`src/rtl/morse_sequence_consumer.sv`:
```
// Morse sequence consumer: decodes packed dot/dash sequences to ASCII
// and buffers characters in a first-word-fall-through FIFO.
module morse_sequence_consumer #(
    parameter int DEPTH  = 16,
    parameter int CHAR_W = 7
) (
    input  logic                       clk,
    input  logic                       Reset_n,
    input  logic [9:0]                 inputbits,
    input  logic                       spa_end,
    input  logic                       sent,
    input  logic                       Clear,
    output logic [CHAR_W-1:0]          char_data,
    output logic                       char_valid,
    input  logic                       char_ready,
    output logic [$clog2(DEPTH):0]     fifo_count,
    output logic                       err,
    output logic                       overrun
);
    localparam int AW = $clog2(DEPTH);
    localparam int CW = AW + 1;

    typedef enum logic [1:0] {IDLE, DECODE, PUSH_CHAR, PUSH_SPACE} state_t;

    state_t            state, next;
    logic              sent_q;
    logic              rise;
    logic [9:0]        bits_q;
    logic              spa_q;
    logic [CHAR_W-1:0] code_q;
    logic [6:0]        lut_code;
    logic              lut_bad;
    logic              lut_empty;
    logic              wr_en;
    logic [CHAR_W-1:0] wr_data;
    logic              full;
    logic              pop;
    logic              push_ok;
    logic              drop;

    logic [CHAR_W-1:0] mem [DEPTH];
    logic [AW-1:0]     wr_ptr, rd_ptr;
    logic [CW-1:0]     count;

    assign rise = sent & ~sent_q;

    // Anything outside the table, including shape violations, is illegal.
    always_comb begin
        lut_code  = 7'h00;
        lut_bad   = 1'b0;
        lut_empty = (bits_q == 10'd0);
        case (bits_q)
            10'b00_00_00_00_00: lut_code = 7'h00;
            10'b01_10_00_00_00: lut_code = 7'h41;
            10'b10_01_01_01_00: lut_code = 7'h42;
            10'b10_01_10_01_00: lut_code = 7'h43;
            10'b10_01_01_00_00: lut_code = 7'h44;
            10'b01_00_00_00_00: lut_code = 7'h45;
            10'b01_01_10_01_00: lut_code = 7'h46;
            10'b10_10_01_00_00: lut_code = 7'h47;
            10'b01_01_01_01_00: lut_code = 7'h48;
            10'b01_01_00_00_00: lut_code = 7'h49;
            10'b01_10_10_10_00: lut_code = 7'h4A;
            10'b10_01_10_00_00: lut_code = 7'h4B;
            10'b01_10_01_01_00: lut_code = 7'h4C;
            10'b10_10_00_00_00: lut_code = 7'h4D;
            10'b10_01_00_00_00: lut_code = 7'h4E;
            10'b10_10_10_00_00: lut_code = 7'h4F;
            10'b01_10_10_01_00: lut_code = 7'h50;
            10'b10_10_01_10_00: lut_code = 7'h51;
            10'b01_10_01_00_00: lut_code = 7'h52;
            10'b01_01_01_00_00: lut_code = 7'h53;
            10'b10_00_00_00_00: lut_code = 7'h54;
            10'b01_01_10_00_00: lut_code = 7'h55;
            10'b01_01_01_10_00: lut_code = 7'h56;
            10'b01_10_10_00_00: lut_code = 7'h57;
            10'b10_01_01_10_00: lut_code = 7'h58;
            10'b10_01_10_10_00: lut_code = 7'h59;
            10'b10_10_01_01_00: lut_code = 7'h5A;
            10'b10_10_10_10_10: lut_code = 7'h30;
            10'b01_10_10_10_10: lut_code = 7'h31;
            10'b01_01_10_10_10: lut_code = 7'h32;
            10'b01_01_01_10_10: lut_code = 7'h33;
            10'b01_01_01_01_10: lut_code = 7'h34;
            10'b01_01_01_01_01: lut_code = 7'h35;
            10'b10_01_01_01_01: lut_code = 7'h36;
            10'b10_10_01_01_01: lut_code = 7'h37;
            10'b10_10_10_01_01: lut_code = 7'h38;
            10'b10_10_10_10_01: lut_code = 7'h39;
            default:            lut_bad  = 1'b1;
        endcase
    end

    always_ff @(posedge clk or negedge Reset_n) begin
        if (!Reset_n) state <= IDLE;
        else          state <= next;
    end

    always_comb begin
        next = state;
        unique case (state)
            IDLE:       if (rise) next = DECODE;
            DECODE: begin
                if (lut_bad)        next = PUSH_CHAR;
                else if (lut_empty) next = spa_q ? PUSH_SPACE : IDLE;
                else                next = PUSH_CHAR;
            end
            PUSH_CHAR:  next = spa_q ? PUSH_SPACE : IDLE;
            PUSH_SPACE: next = IDLE;
            default:    next = IDLE;
        endcase
        if (Clear) next = IDLE;
    end

    always_comb begin
        wr_en   = (state == PUSH_CHAR) || (state == PUSH_SPACE);
        wr_data = (state == PUSH_CHAR) ? code_q : CHAR_W'(7'h20);
        full    = (count == CW'(DEPTH));
        pop     = char_ready && (count != '0);
        push_ok = wr_en && (!full || pop);
        drop    = wr_en && full && !pop;
    end

    always_ff @(posedge clk or negedge Reset_n) begin
        if (!Reset_n) begin
            sent_q  <= 1'b1;
            bits_q  <= '0;
            spa_q   <= 1'b0;
            code_q  <= '0;
            err     <= 1'b0;
            overrun <= 1'b0;
        end else begin
            sent_q <= sent;
            if (Clear) begin
                err     <= 1'b0;
                overrun <= 1'b0;
            end else begin
                if (state == IDLE && rise) begin
                    bits_q <= inputbits;
                    spa_q  <= spa_end;
                end
                if (state == DECODE) begin
                    code_q <= lut_bad ? CHAR_W'(7'h3F) : CHAR_W'(lut_code);
                    if (lut_bad) err <= 1'b1;
                end
                if ((rise && state != IDLE) || drop) overrun <= 1'b1;
            end
        end
    end

    always_ff @(posedge clk or negedge Reset_n) begin
        if (!Reset_n) begin
            wr_ptr <= '0;
            rd_ptr <= '0;
            count  <= '0;
            for (int i = 0; i < DEPTH; i++) mem[i] <= '0;
        end else if (Clear) begin
            wr_ptr <= '0;
            rd_ptr <= '0;
            count  <= '0;
        end else begin
            if (push_ok) begin
                mem[wr_ptr] <= wr_data;
                wr_ptr      <= wr_ptr + AW'(1);
            end
            if (pop) rd_ptr <= rd_ptr + AW'(1);
            count <= count + CW'(push_ok) - CW'(pop);
        end
    end

    assign char_valid = (count != '0);
    assign char_data  = char_valid ? mem[rd_ptr] : '0;
    assign fifo_count = count;
endmodule

```
`config.mk`:
```
export PLATFORM = sky130hd
export DESIGN_NAME = morse_sequence_consumer
export DESIGN_NICKNAME = d
export VERILOG_FILES = /design/src/rtl/morse_sequence_consumer.sv
export SDC_FILE = /design/constraint.sdc
export NUM_CORES = 1
export LEC_CHECK = 0
export BUFFER_PORTS_ARGS = -buffer_cell sky130_fd_sc_hd__buf_2
export CAP_MARGIN = 5
export CORE_UTILIZATION = 40
export DETAILED_ROUTE_END_ITERATION = 7
export HOLD_SLACK_MARGIN = 0.02
export SYNTH_ARGS = -nofsm -noshare
export SYNTH_HDL_FRONTEND = slang
export SYNTH_SLANG_ARGS = --single-unit
```
`constraint.sdc`:
```
create_clock -name clk -period 6.8 [get_ports clk]
set_clock_uncertainty 0.1 [all_clocks]
set_input_delay 0.34 -clock clk [delete_from_list [all_inputs] [get_ports clk]]
set_output_delay 0.34 -clock clk [all_outputs]
set_load 0.02 [all_outputs]
```
Word-level counts from Yosys, hierarchy flattened
Index checks and enable logic that the tools add are counted.
{"block": "totals", "reg_bits": 148, "output_inout_bits": 15, "wordCells": 131}
{"block": "op_classes", "add_sub_neg": 4, "order_cmp": 3, "n_eq_ne": 42, "n_mux": 26, "n_bitwise": 5, "reduce_logical": 25}
{"operator": "7-bit one-hot mux with 36 select lines", "n": 1}
{"operator": "10-bit == test, second input constant", "n": 18}
{"operator": "10-bit by 9-bit == test with 1-bit output, second input constant", "n": 18}
{"operator": "112-bit bitwise mux", "n": 1}
{"operator": "7-bit 2-to-1 mux", "n": 6}
{"operator": "37-bit OR reduction", "n": 1}
{"operator": "7-bit binary-select mux with 4-bit select", "n": 1}
{"operator": "7-bit demux with 4-bit select", "n": 1}
{"operator": "4-bit 2-to-1 mux", "n": 4}
{"operator": "5-bit >= comparator, second input constant", "n": 2}
{"operator": "10-bit zero test", "n": 1}
{"operator": "2-bit 2-to-1 mux", "n": 5}
{"operator": "4-bit inverter with 5-bit output", "n": 2}
{"operator": "2-bit nonzero test", "n": 5}
{"operator": "4-bit by 1-bit adder with 4-bit output, second input constant", "n": 2}
{"operator": "2-bit one-hot mux with 4 select lines", "n": 1}
{"operator": "2-bit AND reduction", "n": 4}
{"operator": "1-bit logical AND", "n": 7}
{"operator": "5-bit by 1-bit adder with 5-bit output", "n": 1}
{"operator": "5-bit == test, second input constant", "n": 1}
{"operator": "5-bit by 1-bit < comparator with 1-bit output, second input constant", "n": 1}
{"operator": "1-bit 2-to-1 mux", "n": 5}
{"operator": "5-bit 2-to-1 mux", "n": 1}
{"operator": "5-bit nonzero test", "n": 1}
{"operator": "10 further kinds", "n": 15}

Logic depth before layout (Yosys ltp)
Gate-level depths: netlist (run 1).
{"block": "depth", "word_depth": 7, "mapped_depth": 14}

Worst setup path after synthesis (run 1)
No wires, ideal clock.
{"block": "synth_timing", "path_type": "register to register", "from": "register count[3] (netlist: fifo_count[3])", "to": "register count[4] (netlist: fifo_count[4])", "setup_time_ps": 78, "t_arrival_ps": 3150, "path_slack_ps": 3472, "path_stages_with_launch": 15, "path_buffers": 1, "synth_period_minus_slack_ps": 3328, "path_cell_list": "dfrtp_1 -> inv_1 -> ha_1 -> or3b_1 -> nor2_1 -> nor2b_1 -> clkbuf_1 -> ha_1 -> inv_1 -> ha_1 -> fa_1 -> a21oi_1 -> nor2_1 -> or3_1 -> a21oi_1"}
{"block": "synth_between", "elab_chain_len": 7, "elab_cells_between_ends": 9, "cone_classes": "add/sub (2); eq/ne (1); mux (1); reduce/logical (5)"}
{"element": "start: declaration", "line_no": "43", "rtl": "logic [CW-1:0] count;"}
{"element": "start signal: assignment", "line_no": "167", "rtl": "count <= count + CW'(push_ok) - CW'(pop);"}
{"element": "5-bit == test or 5-bit nonzero test (tied branches)", "line_no": "118, 119"}
{"element": "1-bit zero test or 1-bit logical AND (tied branches)", "line_no": "120, 119"}
{"element": "1-bit logical OR", "line_no": "120", "rtl": "push_ok = wr_en && (!full || pop);"}
{"element": "1-bit logical AND", "line_no": "120"}
{"element": "5-bit by 1-bit adder with 5-bit output", "line_no": "167"}
{"element": "5-bit by 1-bit subtractor with 5-bit output *", "line_no": "167"}
{"element": "5-bit 2-to-1 mux *", "line_no": "157", "rtl": "end else if (Clear) begin"}
Every way passes the cells marked *; elsewhere a longest branch is shown, timed or not.
A chain may end at the register's enable or synchronous reset.

Worst setup path after layout (run 1)
{"block": "layout_timing", "from": "register count[2] (netlist: fifo_count[2])", "to": "register count[4] (netlist: fifo_count[4])"}
The elaborated chain is that of the path after synthesis.

==> flow_summary_export.csv, run 1 <==
group,metric,value,unit
worst_hold_path,hp-class,"in -> reg",
floorplan,core_area,19020,um2
setup_path,cp_max_fo,9,
final_layout,seq_area,3707,um2
clock_tree,clk_pin_slew_worst_paths,0.06,ns
sta,rsz0062_at_grt,"false",
setup_path,timing.reg2reg.setup_slack,2.89,ns
sta,fin_crit_sh,57.56,%
placed_design,place_area,8122,um2
sta,slew_violations,0,
synthesis,synthesis.area,7876,um2
power,power_density,286.5,nW/um2
power,leakage,3.884,nW
grt,antenna_found_initial,0,
synthesis,ys_seq_elements,148,
final_layout,layout_commonest_cell,"dfrtp_1",
route,routed_via_density,5.455,
synthesis,synth_edf_count,0,
sta,worst_pin_slew,1.138,ns
synthesis,yosysSeqAreaShare,47.04,%
setup_path,crit_slowest_cell,"nor2_1",
clock_tree,cts_tree,"done",
route,drt-pass1-iter-count,4,
route,ant_nets,0,
sta,fmax,255.5,MHz
grt,grt_use_total,19.04,%
route,drc,0,
synthesis,synth_xor_area_share,1.001,%
synthesis,synthDistinctLibCells,69,
job,cap_violations,0,
clock_tree,numCtsBuffers,17,
synthesis,synth_compound_area_share,6.338,%
setup_path,end_kind,"register",
sta,hold_viol,0,
setup_path,cp_num_buf_inv,2,
floorplan,die_y,142.3,um
route,totalWireLength,17.49,mm
synthesis,yosys-top-cells-area,"dfrtp_1 (47%), mux2_2 (15%), mux4_2 (10%)",
clock_tree,cts-root-buf,"clkbuf_16",
sta,setup_viol,0,
setup_path,reg2reg_depth,13,
final_layout,multi_input_area,3867,um2
placed_design,io_buffers,30,
run_status,status,"finished clean",
sta,tns,0,ns
final_layout,final_nets,672,
synthesis,synth_flop_cell,"dfrtp_1",
final_layout,layout-drive-gt1-share,33.79,%
clock_tree,clockBufferDepth,2,
clock_tree,clkLatencyLatePin,0.42,ns
route,wl_per_cell,19.08,um
worst_hold_path,min_path_cells,3,
setup_path,path_class,"reg -> reg",
floorplan,rows,50,
sta,holdWs,0.02630,ns
floorplan,die_area,20260,um2
final_layout,diodes,0,
synthesis,synth_top_family_by_area,"multiplexers",
grt,grt_overflow_total,0,
floorplan,io_pins,31,
final_layout,nFillCells,1742,
setup_path,crit_chain,"inv_1 -> ha_1 -> or3b_1 -> nor2_1 -> nor2b_1 -> ha_1 -> inv_1 -> ha_1 -> fa_1 -> a21oi_1 -> nor2_1 -> or3_1 -> a21oi_1",
synthesis,synth_top_cell_by_area,"dfrtp_1",
power,peakVddDrop,0.1878,mV
floorplan,die-width,142.3,um
synthesis,synthMuxAreaShare,25.67,%
grt,grt_max_degree,79,
final_layout,fin_area,8737,um2
synthesis,synth_fp_nets,670,
synthesis,yosysTopAreaCellShare,46.70,%
clock_tree,ctsHtreeMaxLevel,4,
setup_path,arrival,4.16,ns
setup_path,cp.required,7.04,ns
setup_path,crit_cells,13,
synthesis,synth_simple_gate_area_share,14.01,%
synthesis,async_flop_share,100.0,%
synthesis,synth-adder-area-share,2.002,%
final_layout,area_growth,10.93,%
floorplan,initial_utilization,41.41,%
sta,fin_crit,3.914,ns
route,drt_iter0_drc,224,
grt,grt_pass1_wl,29.39,mm
placed_design,hpwl,12.20,mm
setup_path,cpMostUsedCell,"ha_1",
final_layout,layout_common_cells,"dfrtp_1 (145), mux2_2 (103), nor2_1 (45)",
setup_path,crit_family,"simple AND/OR/NAND/NOR gates",
synthesis,yosys_warnings,0,
setup_path,start_kind,"register",
synthesis,syn_avg_cell_area,12.27,um2
route,vias,5002,
synthesis,syn_inst,642,
clock_tree,clock_sinks,148,
grt,grt_pass1_vias,5404,
placed_design,finalWeightedCongestion,0.8457,
setup_path,slowest_delay,0.69,ns
sta,slew_headroom,23.11,%
-- through the flow --
stage                     worst slack (ns)  cells  util [%]  power (mW)
after floorplan                      3.472    642         -       1.430
after global placement               3.055    883     42.70       1.562
after detailed placement             2.886    883     42.70       1.574
after CTS                            2.835    917     45.94       2.526
after global routing                 2.634    917     45.94       2.626
final                                2.886    917     45.94       2.504
-- cells by family (layout without fill, tap and decap cells) --
| logic type | after synthesis | after routing |
|---|---|---|
| simple gates | 185 | 185 |
| flops | 148 | 148 |
| mux | 145 | 145 |
| compound gates | 79 | 79 |
| buf+inv | 64 | 79 |
| fa+ha+maj | 12 | 12 |
| xor+xnor | 9 | 9 |
-- path summary, 6_finish.rpt --
path,startpoint,end
setup / recovery,fifo_count[2],fifo_count[4]
hold / removal,inputbits[0],bits_q[0]
setup reg to reg,fifo_count[2],fifo_count[4]
hold reg to reg,mem[0],mem[0]
max in group asynchronous,Reset_n,rd_ptr[1]
min in group asynchronous,Reset_n,mem[67]
-- sequential cells by signal, summed over array words and instances (netlist names) --
signal / flops
bits_q: 10
code_q: 7
err: 1
fifo_count: 5
mem: 112
overrun: 1
rd_ptr: 4
sent_q: 1
spa_q: 1
state: 2
wr_ptr: 4
-- timing repair --
action,in CTS,in global routing
endpoints found under the setup margin,0,0
resized for setup,0,0
endpoints found under the hold margin,70,0
hold buffers,2,0
buffers inserted,0,0
-- per-layer routing --
layer | track usage (%) | vias up | routed length (um)
met1 | 24.85 | 2565 | 8030
met5 | 0 | - | 0
met4 | 5.829 | 0 | 274
li1 | - | 2326 | -
met3 | 3.499 | 22 | 482
met2 | 32.12 | 89 | 8706
-- final cells by class --
type / instances / share of cell area, %
clock inverters: 11 / 1.432
inverters: 13 / 0.5728
well taps: 260 / 3.723
clock buffers: 21 / 5.385
multi-input cells: 430 / 44.26
repair buffers: 34 / 2.191
flip-flops and latches: 148 / 42.43
-- worst register-to-register path: stages, from the launching register on --
cell and delay (ns):
dfrtp_1 0.40, inv_1 0.11, ha_1 0.17, or3b_1 0.37
nor2_1 0.69, nor2b_1 0.28, ha_1 0.36, inv_1 0.04
ha_1 0.20, fa_1 0.41, a21oi_1 0.17, nor2_1 0.06
or3_1 0.34, a21oi_1 0.14
-- power breakdown --
| group | internal, mW | switching [mW] |
|---|---|---|
| sequential | 0.932 | 0.152 |
| clock | 0.572 | 0.374 |
| combinational | 0.226 | 0.248 |
| total | 1.73 | 0.774 |
-- cells in the mapped netlist, drive strengths merged, types with 2 or more instances --
cell type  number
nor4            3
nand4           3
a211o           2
o2111ai         2
nand3           9
nor2           45
nor2b          23
a21o            2
buf            34
or2             2
nand3b          5
nor3b           7
clkbuf         17
and4bb          4
or4             2
xor2            4
dfrtp         147
and2           18
or3             4
mux2i           4
nor3            5
nand2          25
o31a            2
and3            6
nor4b           5
o22ai           3
inv            12
nand2b          8
xnor2           5
a21oi          34
o21ai          13
ha             11
a31oi           6
a311oi          2
o211ai          5
and2b           3
mux2          106
nor4bb          3
mux4           35
or3b            4
No activity file was read; power rests on OpenSTA's default activity.
==> run 2: changes to the inputs <==
clock period = 3.6 ns   (was 6.8 ns; I/O delays follow)
==> flow_summary_export.csv, run 2 (same netlist as run 1, synthesis figures left out) <==
group,metric,value,unit
run_status,status,"finished clean",
worst_hold_path,min_from,"Clear",
floorplan,initial_utilization,41.41,%
clock_tree,clock_sinks,148,
setup_path,end_kind,"register",
route,drt_iter0_drc,253,
clock_tree,cts-root-buf,"clkbuf_16",
setup_path,crit_chain,"inv_1 -> ha_1 -> or3b_1 -> nor2_1 -> nor2b_1 -> ha_1 -> inv_1 -> ha_1 -> fa_1 -> a21oi_1 -> nor2_1 -> or3_1 -> a21oi_1",
final_layout,final_nets,689,
grt,grt_pass1_wl,29.41,mm
floorplan,io_pins,31,
setup_path,crit_family,"adder cells",
route,routed_via_density,5.489,
sta,tns,0,ns
clock_tree,ctsResizeCount,0,
setup_path,path_class,"reg -> reg",
setup_path,crit_slowest_cell,"fa_1",
route,highest_layer,"met4",
floorplan,rows,50,
setup_path,cp.required,3.84,ns
grt,grt_use_total,19.09,%
setup_path,start_kind,"register",
setup_path,cp_max_fo,5,
clock_tree,cts_tree,"done",
clock_tree,numCtsBuffers,17,
sta,hold_viol,0,
final_layout,largest_reg_flops,112,
setup_path,arrival,3.33,ns
job,cap_violations,0,
setup_path,cp_num_buf_inv,2,
route,drt-pass1-iter-count,4,
sta,slew_violations,0,
final_layout,layout_common_cells,"dfrtp_1 (146), mux2_2 (103), nor2_1 (45)",
floorplan,die_y,142.3,um
clock_tree,ctsHtreeMaxLevel,4,
sta,rsz0062_at_grt,"false",
route,ant_nets,0,
route,drc,0,
route,route.met3.wl,524,um
clock_tree,clk_pin_slew_worst_paths,0.06,ns
grt,grt_overflow_total,0,
worst_hold_path,min_path_cells,2,
final_layout,nFillCells,1739,
sta,fin_crit_sh,85.94,%
floorplan,die-width,142.3,um
setup_path,timing.reg2reg.setup_slack,0.51,ns
route,wl_met2,8.762,mm
final_layout,largest_register,"mem",
grt,grt_max_degree,111,
grt,antenna_found_initial,0,
final_layout,area_growth,13.36,%
setup_path,reg2reg_depth,13,
grt,grt_pass1_vias,5423,
final_layout,multi_input_area,3867,um2
power,peakVddDrop,0.3410,mV
final_layout,reg.largest.list,"mem (112), bits_q (10), code_q (7)",
setup_path,reg2reg_to,"fifo_count[4]",
setup_path,r2r_start,"fifo_count[3]",
floorplan,core_area,19020,um2
route,vias,5127,
sta,slew_headroom,31.01,%
power,leakage,3.977,nW
clock_tree,clkLatencyLatePin,0.42,ns
final_layout,layout_commonest_cell,"dfrtp_1",
placed_design,hpwl,12.26,mm
route,wl_per_cell,18.80,um
setup_path,cpMostUsedCell,"ha_1",
placed_design,finalWeightedCongestion,0.8765,
sta,fin_crit,3.094,ns
placed_design,io_buffers,30,
sta,setup_viol,0,
sta,worst_pin_slew,1.033,ns
clock_tree,clockBufferDepth,2,
final_layout,layout-drive-gt1-share,33.83,%
final_layout,seq_area,3706,um2
worst_hold_path,worstHoldEndpoint,"rd_ptr[2]",
final_layout,final_util,46.95,%
sta,fmax,323.2,MHz
setup_path,slowest_delay,0.41,ns
power,power_density,542.9,nW/um2
floorplan,die_area,20260,um2
route,totalWireLength,17.56,mm
worst_hold_path,hp-class,"in -> reg",
route,drt-met1-wl,7.922,mm
final_layout,diodes,0,
==> run 2: changes by cell type in the layout (fill, tap and decap cells not counted) <==
cell           delta
dfrtp_2           -1
inv_6             +2
clkbuf_8          -1
clkinv_2          -1
clkbuf_1          -1
buf_12            +1
dfrtp_1           +1
buf_4             +5
dlygate4sd3_1    +11
bufinv_16         +1
==> run 2: layout make-up <==
class	count	area share, %
multi-input cells	430	43.32
clock buffers	19	5.073
flip-flops and latches	148	41.51
well taps	260	3.643
clock inverters	13	1.878
inverters	13	0.5605
repair buffers	51	4.022
==> run 2: metal layers <==
metal  global-route usage (%)  up-vias
li1                         -     2363
met1                    24.85     2631
met2                    31.68      101
met3                    3.903       32
met4                    6.508        0
met5                        0        -
==> run 2: power breakdown <==
part	switching [mW]	internal [mW]
Clock	0.722	1.14
Sequential	0.186	1.76
Combinational	0.572	0.468
==> run 2: timing repair <==
action | in CTS | in global routing
setup endpoints to repair | 0 | 0
hold endpoints to repair | 119 | 0
hold buffers | 13 | 0
setup buffers | 0 | 0
==> run 2: how the worst max path moves through the flow <==
stage | start | end | slack [ns] | depth (start not counted)
floorplan | fifo_count[3] | fifo_count[4] | 0.27 | 14
global placement | fifo_count[3] | fifo_count[4] | 0.62 | 13
detailed placement | fifo_count[3] | fifo_count[4] | 0.53 | 13
CTS | fifo_count[3] | fifo_count[4] | 0.51 | 13
global route | fifo_count[3] | fifo_count[4] | 0.36 | 13
finish | fifo_count[3] | fifo_count[4] | 0.51 | 13
==> run 2: per-stage QoR <==
stage / cells / setup slack [ns] / hold WS (ns) / area, um2 / total power, mW
2_1_floorplan: 642 / 0.2718 / -0.2156 / 7876 / 2.702
3_3_place_gp: 889 / 0.6191 / 0.2011 / 8178 / 3.001
3_5_place_dp: 889 / 0.5283 / 0.2043 / 8178 / 3.011
4_1_cts: 934 / 0.5106 / 0.07259 / 8929 / 4.893
5_1_grt: 934 / 0.3584 / 0.1101 / 8929 / 5.084
6_report: 934 / 0.5061 / 0.08367 / 8929 / 4.847
==> run 3: changes to the inputs <==
CORE_ASPECT_RATIO = 0.5   (was not set)
CTS_CLUSTER_DIAMETER = 60   (was not set)
TNS_END_PERCENT = 100   (was not set)
==> flow_summary_export.csv, run 3 (same netlist as run 1, synthesis figures left out) <==
group,metric,value,unit
route,totalWireLength,17.15,mm
final_layout,layout_commonest_cell,"dfrtp_1",
setup_path,crit_end,"fifo_count[4]",
clock_tree,clock_sinks,148,
clock_tree,cts_setup_buffers,0,
clock_tree,ctsResizeCount,0,
setup_path,r2r_start,"fifo_count[2]",
setup_path,cpMostUsedCell,"ha_1",
power,switching_share,31.29,%
clock_tree,clk_pin_slew_worst_paths,0.07,ns
setup_path,arrival,3.33,ns
placed_design,place_area,8184,um2
final_layout,layout_common_cells,"dfrtp_1 (146), mux2_2 (103), nor2_1 (45)",
sta,slew_violations,0,
floorplan,core_area,18830,um2
setup_path,reg2reg_depth,13,
grt,grt_pass1_wl,28.59,mm
power,power_density,544.2,nW/um2
route,drt_iter0_drc,295,
sta,fin_crit_sh,85.79,%
final_layout,reg.largest.list,"mem (112), bits_q (10), code_q (7)",
route,drt-pass1-iter-count,4,
setup_path,cp-startpoint,"fifo_count[2]",
final_layout,final_nets,690,
placed_design,io_buffers,30,
sta,hold_viol,0,
placed_design,hpwl,11.60,mm
sta,setup_viol,0,
setup_path,reg2reg_to,"fifo_count[4]",
final_layout,largest_register,"mem",
final_layout,fin_area,8932,um2
final_layout,largest_reg_flops,112,
setup_path,crit_chain,"inv_1 -> ha_1 -> or3b_1 -> nor2_1 -> nor2b_1 -> ha_1 -> inv_1 -> ha_1 -> fa_1 -> a21oi_1 -> nor2_1 -> or3_1 -> a21oi_1",
route,routed_via_density,5.482,
power,leakage,3.973,nW
final_layout,diodes,0,
floorplan,die-width,200.4,um
setup_path,cp_num_buf_inv,2,
sta,tns,0,ns
power,combPwrFrac,21.8,%
run_status,status,"finished clean",
power,internal_power,3.340,mW
clock_tree,ctsHtreeMaxLevel,4,
final_layout,layout-drive-gt1-share,33.78,%
clock_tree,postCtsHoldBufs,13,
sta,fin_crit,3.088,ns
sta,slew_headroom,44.46,%
job,cap_violations,0,
setup_path,slowest_delay,0.40,ns
grt,grt_max_degree,83,
route,wl_per_cell,18.36,um
floorplan,die_area,20290,um2
clock_tree,cts_tree,"done",
setup_path,crit_family,"adder cells",
route,vias,5120,
power,power_frac_clock,38.8,%
sta,fmax,323.8,MHz
route,ant_nets,0,
grt,grt_overflow_total,0,
floorplan,initial_utilization,41.83,%
power,pwr-share-seq,39.4,%
clock_tree,clockBufferDepth,2,
worst_hold_path,min_from,"Clear",
floorplan,die_y,101.2,um
setup_path,cp_max_fo,5,
setup_path,crit_cells,13,
grt,grt_pass1_vias,5080,
setup_path,path_class,"reg -> reg",
setup_path,timing.reg2reg.setup_slack,0.51,ns
power,peakVddDrop,0.3233,mV
sta,rsz0062_at_grt,"false",
route,drc,0,
floorplan,io_pins,31,
final_layout,area_growth,13.41,%
clock_tree,cts-root-buf,"clkbuf_16",
clock_tree,numCtsBuffers,17,
setup_path,cp.required,3.84,ns
placed_design,finalWeightedCongestion,0.9098,
grt,grt_use_total,18.24,%
worst_hold_path,hp-class,"in -> reg",
power,switchingPower,1.521,mW
clock_tree,clkLatencyLatePin,0.43,ns
setup_path,crit_slowest_cell,"dfrtp_1",
floorplan,rows,35,
grt,antenna_found_initial,0,
setup_path,end_kind,"register",
setup_path,start_kind,"register",
sta,worst_pin_slew,0.8326,ns
==> run 3: cell count changes in the layout (fill, tap and decap cells not counted), sizes merged <==
cell / delta
clkinv: -3
clkinvlp: +1
clkbuf: -1
buf: +1
inv: +3
==> run 3: cell type report <==
class,count,area [um2]
Clock buffer,18,429.2
Sequential cell,148,3706
Inverter,13,50.05
Fill cell,1702,9898
Timing Repair Buffer,52,366.6
Multi-Input combinational cell,430,3867
Tap cell,259,324.1
Clock inverter,14,188.9
==> run 3: worst min path at each step <==
stage | cells after the start | slack (ns) | to
CTS | 2 | 0.07 | rd_ptr[1]
global route | 2 | 0.10 | rd_ptr[1]
detailed placement | 1 | 0.19 | spa_q
finish | 2 | 0.09 | rd_ptr[1]
floorplan | 0 | -0.22 | bits_q[0]
global placement | 1 | 0.18 | overrun
==> run 3: through the flow <==
stage	power [mW]	utilization, %	worst slack (ns)	cells	hold WS [ns]
after detailed placement	2.997	43.46	0.5470	889	0.1932
after global routing	5.107	47.44	0.2791	934	0.1003
final	4.861	47.44	0.5115	934	0.08864
after CTS	4.907	47.44	0.5291	934	0.06774
after floorplan	2.702	-	0.2718	642	-0.2156
after global placement	2.994	43.46	0.6169	889	0.1844
==> run 3: power by group through the flow <==
stage	combinational, mW	sequential [mW]	clock [mW]
5_1_grt	1.17	1.94	2.00
4_1_cts	1.07	1.92	1.92
2_1_floorplan	0.817	1.89	0
3_5_place_dp	1.05	1.95	0
6_report	1.06	1.92	1.89
3_3_place_gp	1.05	1.94	0
==> run 3: layer usage <==
metal  track usage [%]  share of wire (%)
met1             25.71                 49
met2             28.82                 46
met3             4.054                3.3
met4             4.639                1.2
met5                 0                  0
